### src/rtl/video_sync_gen.sv
// video_sync_gen: 15 kHz raster counters with registered syncs, blanks, blanked RGB and frame interrupt
module video_sync_gen #(
  parameter int H_ACTIVE = 640,
  parameter int H_FP     = 48,
  parameter int H_SYNC   = 64,
  parameter int H_BP     = 144,
  parameter int V_ACTIVE = 256,
  parameter int V_FP     = 24,
  parameter int V_SYNC   = 4,
  parameter int V_BP     = 28,
  parameter int INT_LINE = 280,
  parameter int INT_HPOS = 0,
  parameter int INT_LEN  = 128
) (
  input  logic       clk,
  input  logic       rst_n,
  input  logic       clken,
  input  logic [2:0] ri,
  input  logic [2:0] gi,
  input  logic [2:0] bi,
  output logic [9:0] hc,
  output logic [8:0] vc,
  output logic [2:0] ro,
  output logic [2:0] go,
  output logic [2:0] bo,
  output logic       hsync_n,
  output logic       vsync_n,
  output logic       hblank_n,
  output logic       vblank_n,
  output logic       csync_n,
  output logic       int_n,
  output logic       frame_start
);
  localparam int HTOTAL = H_ACTIVE + H_FP + H_SYNC + H_BP;
  localparam int VTOTAL = V_ACTIVE + V_FP + V_SYNC + V_BP;
  localparam logic [10:0] HA     = 11'(H_ACTIVE);
  localparam logic [10:0] HS_BEG = 11'(H_ACTIVE + H_FP);
  localparam logic [10:0] HS_END = 11'(H_ACTIVE + H_FP + H_SYNC);
  localparam logic [10:0] HLAST  = 11'(HTOTAL - 1);
  localparam logic [10:0] VA     = 11'(V_ACTIVE);
  localparam logic [10:0] VS_BEG = 11'(V_ACTIVE + V_FP);
  localparam logic [10:0] VS_END = 11'(V_ACTIVE + V_FP + V_SYNC);
  localparam logic [10:0] VLAST  = 11'(VTOTAL - 1);
  localparam logic [10:0] IL     = 11'(INT_LINE);
  localparam logic [10:0] IH_BEG = 11'(INT_HPOS);
  localparam logic [10:0] IH_END = 11'(INT_HPOS + INT_LEN);
  if (HTOTAL > 1024 || VTOTAL > 512) begin : g_bad_total
    $error("video_sync_gen: HTOTAL must be <= 1024 and VTOTAL <= 512");
  end
  if (INT_HPOS + INT_LEN > HTOTAL) begin : g_bad_int_h
    $error("video_sync_gen: INT_HPOS+INT_LEN must not exceed HTOTAL");
  end
  if (INT_LINE >= VTOTAL) begin : g_bad_int_v
    $error("video_sync_gen: INT_LINE must be below VTOTAL");
  end
  if (H_SYNC <= 0 || V_SYNC <= 0) begin : g_bad_sync
    $error("video_sync_gen: H_SYNC and V_SYNC must be positive");
  end
  logic [10:0] h, v;
  logic h_last, v_last, hs, vs, act, irq;
  always_comb begin
    h = {1'b0, hc};
    v = {2'b0, vc};
    h_last = h == HLAST;
    v_last = v == VLAST;
    hs = h >= HS_BEG && h < HS_END;
    vs = v >= VS_BEG && v < VS_END;
    act = h < HA && v < VA;
    irq = v == IL && h >= IH_BEG && h < IH_END;
  end
  // Outputs decode the pre-update position, so they trail hc/vc by one tick.
  always_ff @(posedge clk)
    if (!rst_n) begin
      hc <= '0;
      vc <= '0;
      ro <= '0;
      go <= '0;
      bo <= '0;
      hsync_n <= 1'b1;
      vsync_n <= 1'b1;
      hblank_n <= 1'b1;
      vblank_n <= 1'b1;
      csync_n <= 1'b1;
      int_n <= 1'b1;
      frame_start <= 1'b0;
    end else begin
      frame_start <= clken && h_last && v_last;
      if (clken) begin
        hc <= h_last ? '0 : hc + 10'd1;
        vc <= h_last ? (v_last ? '0 : vc + 9'd1) : vc;
        hsync_n <= !hs;
        vsync_n <= !vs;
        hblank_n <= h < HA;
        vblank_n <= v < VA;
        csync_n <= !(hs ^ vs);
        int_n <= !irq;
        ro <= act ? ri : '0;
        go <= act ? gi : '0;
        bo <= act ? bi : '0;
      end
    end
endmodule

### config.mk
export PLATFORM = sky130hd
export DESIGN_NAME = video_sync_gen
export DESIGN_NICKNAME = d
export VERILOG_FILES = /design/src/rtl/video_sync_gen.sv
export SDC_FILE = /design/constraint.sdc
export NUM_CORES = 1
export LEC_CHECK = 0
export ABC_AREA = 1
export CORE_MARGIN = 2
export CORE_UTILIZATION = 32
export DETAILED_ROUTE_END_ITERATION = 10
export PLACE_DENSITY = 0.66
export SLEW_MARGIN = 20
export SYNTH_ARGS = -nofsm -noshare
export SYNTH_HDL_FRONTEND = slang
export SYNTH_SLANG_ARGS = --single-unit
### constraint.sdc
create_clock -name clk -period 2.91 [get_ports clk]
set_input_delay 0.582 -clock clk [delete_from_list [all_inputs] [get_ports clk]]
set_output_delay 0.582 -clock clk [all_outputs]
set_load 0.03 [all_outputs]
==> flow_metrics.env, run 1 <==
export IMPL_outcome="completed"
export IMPL_p_clk_share_pct=39.2
export IMPL_via_per_inst=4.734
export IMPL_yosysSeqAreaShare_pct=40.79
export IMPL_ys_async_sr_fraction_pct=0
export IMPL_io_buffer_count=46
export IMPL_internal_power_mw=0.7541
export IMPL_ys_flop_type="dfxtp_1"
export IMPL_htreeDepth=2
export IMPL_cts_sinks=35
export IMPL_nets=314
export IMPL_rows=26
export IMPL_synthCells=250
export IMPL_grt_pass1_wl_um=7527
export IMPL_worstHoldPathType="register to register"
export IMPL_finalClockSkew_ns=0.007355
export IMPL_tightest_slew_ns=0.7391
export IMPL_grtUsageTotal_pct=15.80
export IMPL_path_class="register to primary output"
export IMPL_cts_tree="built"
export IMPL_ios=47
export IMPL_antenna_found_initial=0
export IMPL_maxCapViolations=0
export IMPL_grt_overflow_total=0
export IMPL_hold_buffers=0
export IMPL_worstPathArrival_ns=1.51
export IMPL_cp_required_ns=2.33
export IMPL_fill_cells=558
export IMPL_cp_start_kind="register"
export IMPL_drive_gt1_share_pct=10.37
export IMPL_die_y_um=77.27
export IMPL_crit_path_top_delay_cell="clkdlybuf4s50_1"
export IMPL_rsz0062_at_grt="false"
export IMPL_syn_to_final_growth_pct=36.56
export IMPL_p_per_area_nw_per_um2=427.0
export IMPL_routed_wl_um=4397
export IMPL_crit_path_max_incr_delay_ns=0.74
export IMPL_fmax_mhz=477.2
export IMPL_clk_path_buf_depth=2
export IMPL_antenna_left=0
export IMPL_routedWlPerCell_um=11.92
export IMPL_synth_most_common_cell="nand2_1"
export IMPL_finalSetupViolations=0
export IMPL_synth_area_leaders="dfxtp_1, nand2_1, a21oi_1"
export IMPL_cts_resized_gates=0
export IMPL_worstPathCellList="clkdlybuf4s50_1"
export IMPL_total_power_mw=1.002
export IMPL_final_setup_tns_ns=0
export IMPL_syn_area_um2=1718
export IMPL_cts_setup_buffers=0
export IMPL_timing_final_crit_share_pct=72.02
export IMPL_first_pass_iters=4
export IMPL_p_sw_mw=0.2475
export IMPL_seq_power_share_pct=49.9
export IMPL_dieArea_um2=5971
export IMPL_yosysWarnings=0
export IMPL_finalHoldViolations=0
export IMPL_end_kind="primary output"
export IMPL_syn_avg_cell_area_um2=6.872
export IMPL_drc=0
export IMPL_synth_top_cell_area_share_pct=40.79
export IMPL_synth_fp_nets=266
export IMPL_place_ws_ns=0.6232
export IMPL_die_x_um=77.27
export IMPL_dr_total_vias=1747
export IMPL_setup_slack_ns=0.8143
export IMPL_gp_congestion=0.9252
export IMPL_synth_commonest_cells="nand2_1, dfxtp_1, nor2_1, a21oi_1, inv_1"
export IMPL_p_leak_nw=0.9224
export IMPL_swShare_pct=24.71
export IMPL_period_needed_ns=2.096
export IMPL_crit_fanout=8
export IMPL_netlist_cell_type_count=24
export IMPL_grt_max_degree=24
export IMPL_pwr_share_comb_pct=10.8
export IMPL_hold_ws_ns=0.4652
export IMPL_cpLargestDelayFamily="buffers and inverters"
export IMPL_grt_pass1_vias=1674
export IMPL_hpwl_um=3303
export IMPL_synth_seq_cells=35
export IMPL_start_util_pct=33.42
export IMPL_clk_pin_slew_worst_paths_ns=0.07
export IMPL_cts_buffers=5
export IMPL_core_area_um2=5140
export IMPL_root_buffer="clkbuf_8"
export IMPL_diodes=0
export IMPL_drt_iter0_drc=110
export IMPL_synth_top_cell_by_area="dfxtp_1"
export IMPL_max_slew_margin_pct=50.67
export IMPL_clk_latency_ns=0.29
export IMPL_synth_edf_count=0
export IMPL_peakVddDrop_v=0.0001847
export IMPL_critPathBufInv=1
export IMPL_slew_viol_final=0
==> per-layer routing <==
| layer | vias up | track usage [%] | part of all wire [%] |
|---|---|---|---|
| met4 | 0 | 8.393 | 2.3 |
| met3 | 11 | 4.000 | 6.7 |
| met1 | 788 | 19.14 | 46 |
| li1 | 890 | - | - |
| met5 | - | 0 | 0 |
| met2 | 58 | 25.65 | 45 |
==> stage by stage <==
| step | cells | utilization (%) | cell area [um2] |
|---|---|---|---|
| floorplan | 250 | - | 1718 |
| global placement | 361 | 43.62 | 2242 |
| detailed placement | 361 | 43.62 | 2242 |
| CTS | 369 | 45.64 | 2346 |
| global route | 369 | 45.64 | 2346 |
| finish | 369 | 45.64 | 2346 |
==> final cells by class <==
class / instances / area (um2) / share of cell area (%)
repair buffers: 47 / 467.9 / 19.95
clock buffers: 7 / 96.34 / 4.107
flip-flops and latches: 35 / 700.7 / 29.87
multi-input cells: 181 / 879.6 / 37.49
inverters: 28 / 106.4 / 4.533
well taps: 70 / 87.58 / 3.733
clock inverters: 1 / 7.507 / 0.3200
==> power groups by stage <==
stage	registers [mW]	clock network (mW)	logic (mW)
4_1_cts	0.500	0.403	0.109
2_1_floorplan	0.537	0	0.0340
3_5_place_dp	0.512	0	0.109
3_3_place_gp	0.511	0	0.108
5_1_grt	0.503	0.426	0.117
6_report	0.500	0.393	0.109
==> path summary, 6_finish.rpt <==
path / start / end / slack, ns / cells past startpoint
min reg2reg: bo[0] / bo[0] / 0.47 / 2
max: vc[2] / vc[2] / 0.81 / 1
max reg2reg: hc[1] / vc[6] / 1.30 / 8
min: bo[0] / bo[0] / 0.47 / 2
==> flip-flops by register name (all words and copies together), names as in the netlist <==
signal	cells
hc	10
vc	9
bo	3
go	3
ro	3
csync_n	1
frame_start	1
hblank_n	1
hsync_n	1
int_n	1
vblank_n	1
vsync_n	1
==> logic make-up (layout without fill, tap and decap cells) <==
| group | count (synthesis) | count (layout) | synth area share, % |
|---|---|---|---|
| AO/OA/AOI/OAI | 31 | 31 | 9.031 |
| XOR/XNOR | 1 | 1 | 0.5099 |
| AND/OR/NAND/NOR | 145 | 145 | 38.75 |
| adder cells (fa/ha/maj) | 4 | 4 | 2.913 |
| flip-flops | 35 | 35 | 40.79 |
| buffers and inverters | 34 | 83 | 8.011 |
==> cells in the final DEF, fill, tap and decap left out <==
cell	Yosys	final
inv_2	5	5
nand2_1	69	69
nor2_1	28	28
clkinvlp_4	0	1
dfxtp_1	35	35
ha_1	4	4
inv_1	21	21
nor3_1	6	6
nor2_4	3	3
o21ai_0	6	6
nand3b_1	1	1
xor2_1	1	1
clkinv_2	1	1
clkdlybuf4s50_1	0	46
nand2_2	8	8
clkinv_1	1	1
nor2_2	3	3
nand3_1	17	17
nand3_2	1	1
nor3_4	1	1
nand4_1	8	8
buf_4	0	1
clkbuf_8	0	7
a21oi_1	24	24
o21ai_1	1	1
Note: power is estimated with default switching activity, not from simulation.
==> run 2: changes to the inputs <==
==> constraint.sdc (replaced) <==
create_clock -name clk -period 2 [get_ports clk]
set_input_delay 0.4 -clock clk [delete_from_list [all_inputs] [get_ports clk]]
set_output_delay 0.4 -clock clk [all_outputs]
set_load 0.03 [all_outputs]
==> flow_metrics.env, run 2 (synthesized netlist as in run 1, its figures left out) <==
export IMPL_nets=319
export IMPL_clk_latency_ns=0.29
export IMPL_drive_gt1_share_pct=11.51
export IMPL_slew_viol_final=0
export IMPL_path_class="register to primary output"
export IMPL_worstHoldPathType="register to register"
export IMPL_hpwl_um=3339
export IMPL_routed_wl_um=4397
export IMPL_cts_sinks=35
export IMPL_die_y_um=77.27
export IMPL_end_kind="primary output"
export IMPL_root_buffer="clkbuf_8"
export IMPL_finalClockSkew_ns=0.006204
export IMPL_cp_required_ns=1.60
export IMPL_htreeDepth=2
export IMPL_place_ws_ns=0.07037
export IMPL_crit_fanout=6
export IMPL_grt_overflow_total=0
export IMPL_cp_start_kind="register"
export IMPL_diodes=0
export IMPL_die_x_um=77.27
export IMPL_cpLargestDelayFamily="buffers and inverters"
export IMPL_setup_slack_ns=0.09987
export IMPL_core_area_um2=5140
export IMPL_cts_tree="built"
export IMPL_multi_input_area_um2=879.6
export IMPL_reg_top3="hc x10, vc x9"
export IMPL_cts_setup_buffers=0
export IMPL_seq_area_um2=700.7
export IMPL_worstPathArrival_ns=1.50
export IMPL_worstPathCellList="clkdlybuf4s50_1"
export IMPL_final_common_cell="nand2_1"
export IMPL_outcome="completed"
export IMPL_grt_max_degree=24
export IMPL_io_buffer_count=46
export IMPL_grt_pass1_vias=1657
export IMPL_syn_to_final_growth_pct=38.53
export IMPL_timing_final_crit_share_pct=95.01
export IMPL_peakVddDrop_v=0.0002360
export IMPL_antenna_found_initial=0
export IMPL_fmax_mhz=526.3
export IMPL_max_slew_margin_pct=48.85
export IMPL_first_pass_iters=4
export IMPL_clk_pin_slew_worst_paths_ns=0.07
export IMPL_finalSetupViolations=0
export IMPL_dr_total_vias=1768
export IMPL_p_per_area_nw_per_um2=610.7
export IMPL_hold_buffers=0
export IMPL_period_needed_ns=1.900
export IMPL_final_setup_tns_ns=0
export IMPL_grt_pass1_wl_um=7410
export IMPL_fill_cells=586
export IMPL_cts_buffers=5
export IMPL_critPathBufInv=1
export IMPL_ios=47
export IMPL_gp_congestion=0.7831
export IMPL_via_per_inst=4.727
export IMPL_mostFrequentLayoutCells="nand2_1, clkdlybuf4s50_1, dfxtp_1"
export IMPL_dieArea_um2=5971
export IMPL_drc=0
export IMPL_regMostFlops="hc"
export IMPL_rows=26
export IMPL_drt_iter0_drc=88
export IMPL_routedWlPerCell_um=11.76
export IMPL_crit_path_top_delay_cell="clkdlybuf4s50_1"
export IMPL_maxCapViolations=0
export IMPL_crit_path_max_incr_delay_ns=0.74
export IMPL_tightest_slew_ns=0.7664
export IMPL_start_util_pct=33.42
export IMPL_cts_resized_gates=0
export IMPL_finalHoldViolations=0
export IMPL_grtUsageTotal_pct=15.25
export IMPL_antenna_left=0
export IMPL_p_leak_nw=0.9488
export IMPL_clk_path_buf_depth=2
export IMPL_rsz0062_at_grt="false"
export IMPL_largest_reg_flops=10
-- run 2: changes by cell type in the layout (fill, tap and decap cells not counted) --
cell and change:
clkbuf_1 +1, clkinvlp_4 -1, buf_4 +5
-- run 2: layout make-up --
cell class	count	share of cell area (%)
sequential	35	29.44
timing repair buffer	52	21.24
inverter	28	4.469
multi-input combinational	181	36.96
tap	70	3.680
clock buffer	8	4.206
-- run 2: metal layers --
metal | global-route usage, % | vias to the layer above | share of wire, %
li1 | - | 906 | -
met1 | 19.10 | 810 | 47
met5 | 0 | - | 0
met4 | 4.821 | 0 | 1.3
met3 | 4.353 | 6 | 5.1
met2 | 25.22 | 46 | 47
-- run 2: power breakdown --
group | leakage, nW | total (mW) | internal [mW] | switching [mW]
clock | 0.0515 | 0.562 | 0.314 | 0.247
sequential | 0.285 | 0.728 | 0.716 | 0.0118
combinational | 0.612 | 0.164 | 0.0721 | 0.0916
total | 0.949 | 1.45 | 1.10 | 0.351
-- run 2: final timing paths --
path,start,endpoint,slack (ns),cells past startpoint
setup reg to reg,hc[1],vc[6],0.42,8
hold / removal,go[2],go[2],0.46,2
setup / recovery,hc[5],hc[5],0.1,1
hold reg to reg,go[2],go[2],0.46,2
-- run 2: per-stage QoR --
step	std cells	power (mW)	hold slack [ns]	utilization, %	area [um2]
2_1_floorplan	250	0.8307	0.5232	-	1718
3_3_place_gp	366	0.9059	0.4493	44.35	2280
3_5_place_dp	366	0.9084	0.4570	44.35	2280
4_1_cts	374	1.471	0.4694	46.30	2380
5_1_grt	374	1.518	0.4783	46.30	2380
6_report	374	1.453	0.4647	46.30	2380
==> run 3: changes to the inputs <==
--- a/config.mk
+++ b/config.mk
@@ -7,9 +7,10 @@
 export LEC_CHECK = 0
 export ABC_AREA = 1
 export CORE_MARGIN = 2
-export CORE_UTILIZATION = 32
+export CORE_UTILIZATION = 29
 export DETAILED_ROUTE_END_ITERATION = 10
-export PLACE_DENSITY = 0.66
+export MAX_ROUTING_LAYER = met4
+export PLACE_DENSITY = 0.64
 export SLEW_MARGIN = 20
 export SYNTH_ARGS = -nofsm -noshare
 export SYNTH_HDL_FRONTEND = slang
==> constraint.sdc (replaced) <==
create_clock -name clk -period 1.64 [get_ports clk]
set_input_delay 0.328 -clock clk [delete_from_list [all_inputs] [get_ports clk]]
set_output_delay 0.328 -clock clk [all_outputs]
set_load 0.03 [all_outputs]
==> flow_metrics.env, run 3 (synthesized netlist as in run 1, its figures left out) <==
export IMPL_outcome="completed"
export IMPL_crit_fanout=7
export IMPL_end_kind="primary output"
export IMPL_clk_latency_ns=0.29
export IMPL_cts_buffers=5
export IMPL_fill_cells=624
export IMPL_ios=47
export IMPL_root_buffer="clkbuf_8"
export IMPL_place_ws_ns=-0.1080
export IMPL_p_leak_nw=1.330
export IMPL_path_class="register to primary output"
export IMPL_grt_max_degree=21
export IMPL_worstPathArrival_ns=1.20
export IMPL_maxCapViolations=0
export IMPL_period_needed_ns=1.528
export IMPL_cpLargestDelayFamily="flip-flops"
export IMPL_start_util_pct=29.54
export IMPL_nets=331
export IMPL_die_x_um=80.97
export IMPL_final_cells=391
export IMPL_io_buffer_count=46
export IMPL_crit_path_top_delay_cell="dfxtp_1"
export IMPL_hpwl_um=3434
export IMPL_syn_to_final_growth_pct=46.32
export IMPL_placed_cells=383
export IMPL_clk_path_buf_depth=2
export IMPL_finalClockSkew_ns=0.007586
export IMPL_grtUsageTotal_pct=15.27
export IMPL_routedWlPerCell_um=11.52
export IMPL_worstPathCellList="dlygate4sd2_1"
export IMPL_cts_setup_buffers=0
export IMPL_p_per_area_nw_per_um2=753.3
export IMPL_rows=28
export IMPL_htreeDepth=2
export IMPL_via_per_inst=4.524
export IMPL_peakVddDrop_v=0.0003812
export IMPL_grt_pass1_vias=1642
export IMPL_crit_path_max_incr_delay_ns=0.47
export IMPL_finalSetupViolations=0
export IMPL_diodes=0
export IMPL_cp_start_kind="register"
export IMPL_mostFrequentLayoutCells="nand2_1, dfxtp_1, nor2_1"
export IMPL_cts_tree="built"
export IMPL_antenna_found_initial=0
export IMPL_grt_pass1_wl_um=7493
export IMPL_rsz0062_at_grt="true"
export IMPL_antenna_left=0
export IMPL_worstHoldPathType="register to register"
export IMPL_final_common_cell="nand2_1"
export IMPL_total_power_mw=1.893
export IMPL_core_area_um2=5816
export IMPL_grt_overflow_total=0
export IMPL_dieArea_um2=6555
export IMPL_slew_viol_final=0
export IMPL_routed_wl_um=4504
export IMPL_drt_iter0_drc=57
export IMPL_gp_congestion=0.8950
export IMPL_reg_top3="hc x10, vc x9"
export IMPL_drc=0
export IMPL_max_slew_margin_pct=76.62
export IMPL_cts_sinks=35
export IMPL_final_setup_tns_ns=0
export IMPL_setup_slack_ns=0.1122
export IMPL_timing_final_crit_share_pct=93.16
export IMPL_cp_required_ns=1.31
export IMPL_seq_area_um2=700.7
export IMPL_clk_pin_slew_worst_paths_ns=0.07
export IMPL_multi_input_area_um2=879.6
export IMPL_die_y_um=80.97
export IMPL_fmax_mhz=654.5
export IMPL_regMostFlops="hc"
export IMPL_tightest_slew_ns=0.3470
export IMPL_critPathBufInv=1
export IMPL_first_pass_iters=4
export IMPL_largest_reg_flops=10
export IMPL_dr_total_vias=1769
export IMPL_reg2reg_slack_ns=0.15
export IMPL_finalHoldViolations=0
export IMPL_drive_gt1_share_pct=15.19
run 3: cell count changes in the layout (fill, tap and decap cells not counted), sizes merged:
cell,change
bufinv,+1
clkdlybuf4s50,-35
dlymetal6s2s,+17
clkinv,+1
buf,+12
clkbuf,-2
dlygate4sd2,+18
run 3: final cells by class:
class / instances / share of cell area [%]
Clock buffer: 6 / 3.285
Clock inverter: 2 / 1.394
Inverter: 28 / 4.231
Multi-Input combinational cell: 181 / 34.99
Sequential cell: 35 / 27.87
Tap cell: 75 / 3.733
Timing Repair Buffer: 64 / 24.49
run 3: worst paths after layout:
kind / from / end / cells past startpoint
max: hc[7] / hc[7] / 1
max reg2reg: hc[1] / vc[3] / 8
min: bo[1] / bo[1] / 2
min reg2reg: bo[1] / bo[1] / 2
run 3: what timing repair did:
action	in CTS	in global routing
hold endpoints to repair	0	0
setup endpoints to repair	18	18
cloned	0	0
resized for setup	18	17
hold buffers	0	0
run 3: report_power, final:
part | internal [mW] | switching, mW | total, mW
clock network | 0.492 | 0.315 | 0.806
registers | 0.873 | 0.0133 | 0.886
logic | 0.0875 | 0.113 | 0.200
total | 1.45 | 0.441 | 1.89
run 3: stage by stage:
| stage | hold WS (ns) | util, % | instance area [um2] |
|---|---|---|---|
| finish | 0.4612 | 43.22 | 2514 |
| CTS | 0.4681 | 42.49 | 2471 |
| global placement | 0.4526 | 40.86 | 2376 |
| floorplan | 0.4512 | - | 1718 |
| detailed placement | 0.4565 | 40.86 | 2376 |
| global route | 0.4841 | 43.22 | 2514 |
run 3: per-layer routing:
metal | vias to the layer above | global-route usage [%] | routed length, um
met5 | - | - | 0
met4 | 0 | 4.746 | 46
met3 | 5 | 4.000 | 206
met2 | 32 | 24.13 | 2058
met1 | 801 | 19.09 | 2192
li1 | 931 | - | -
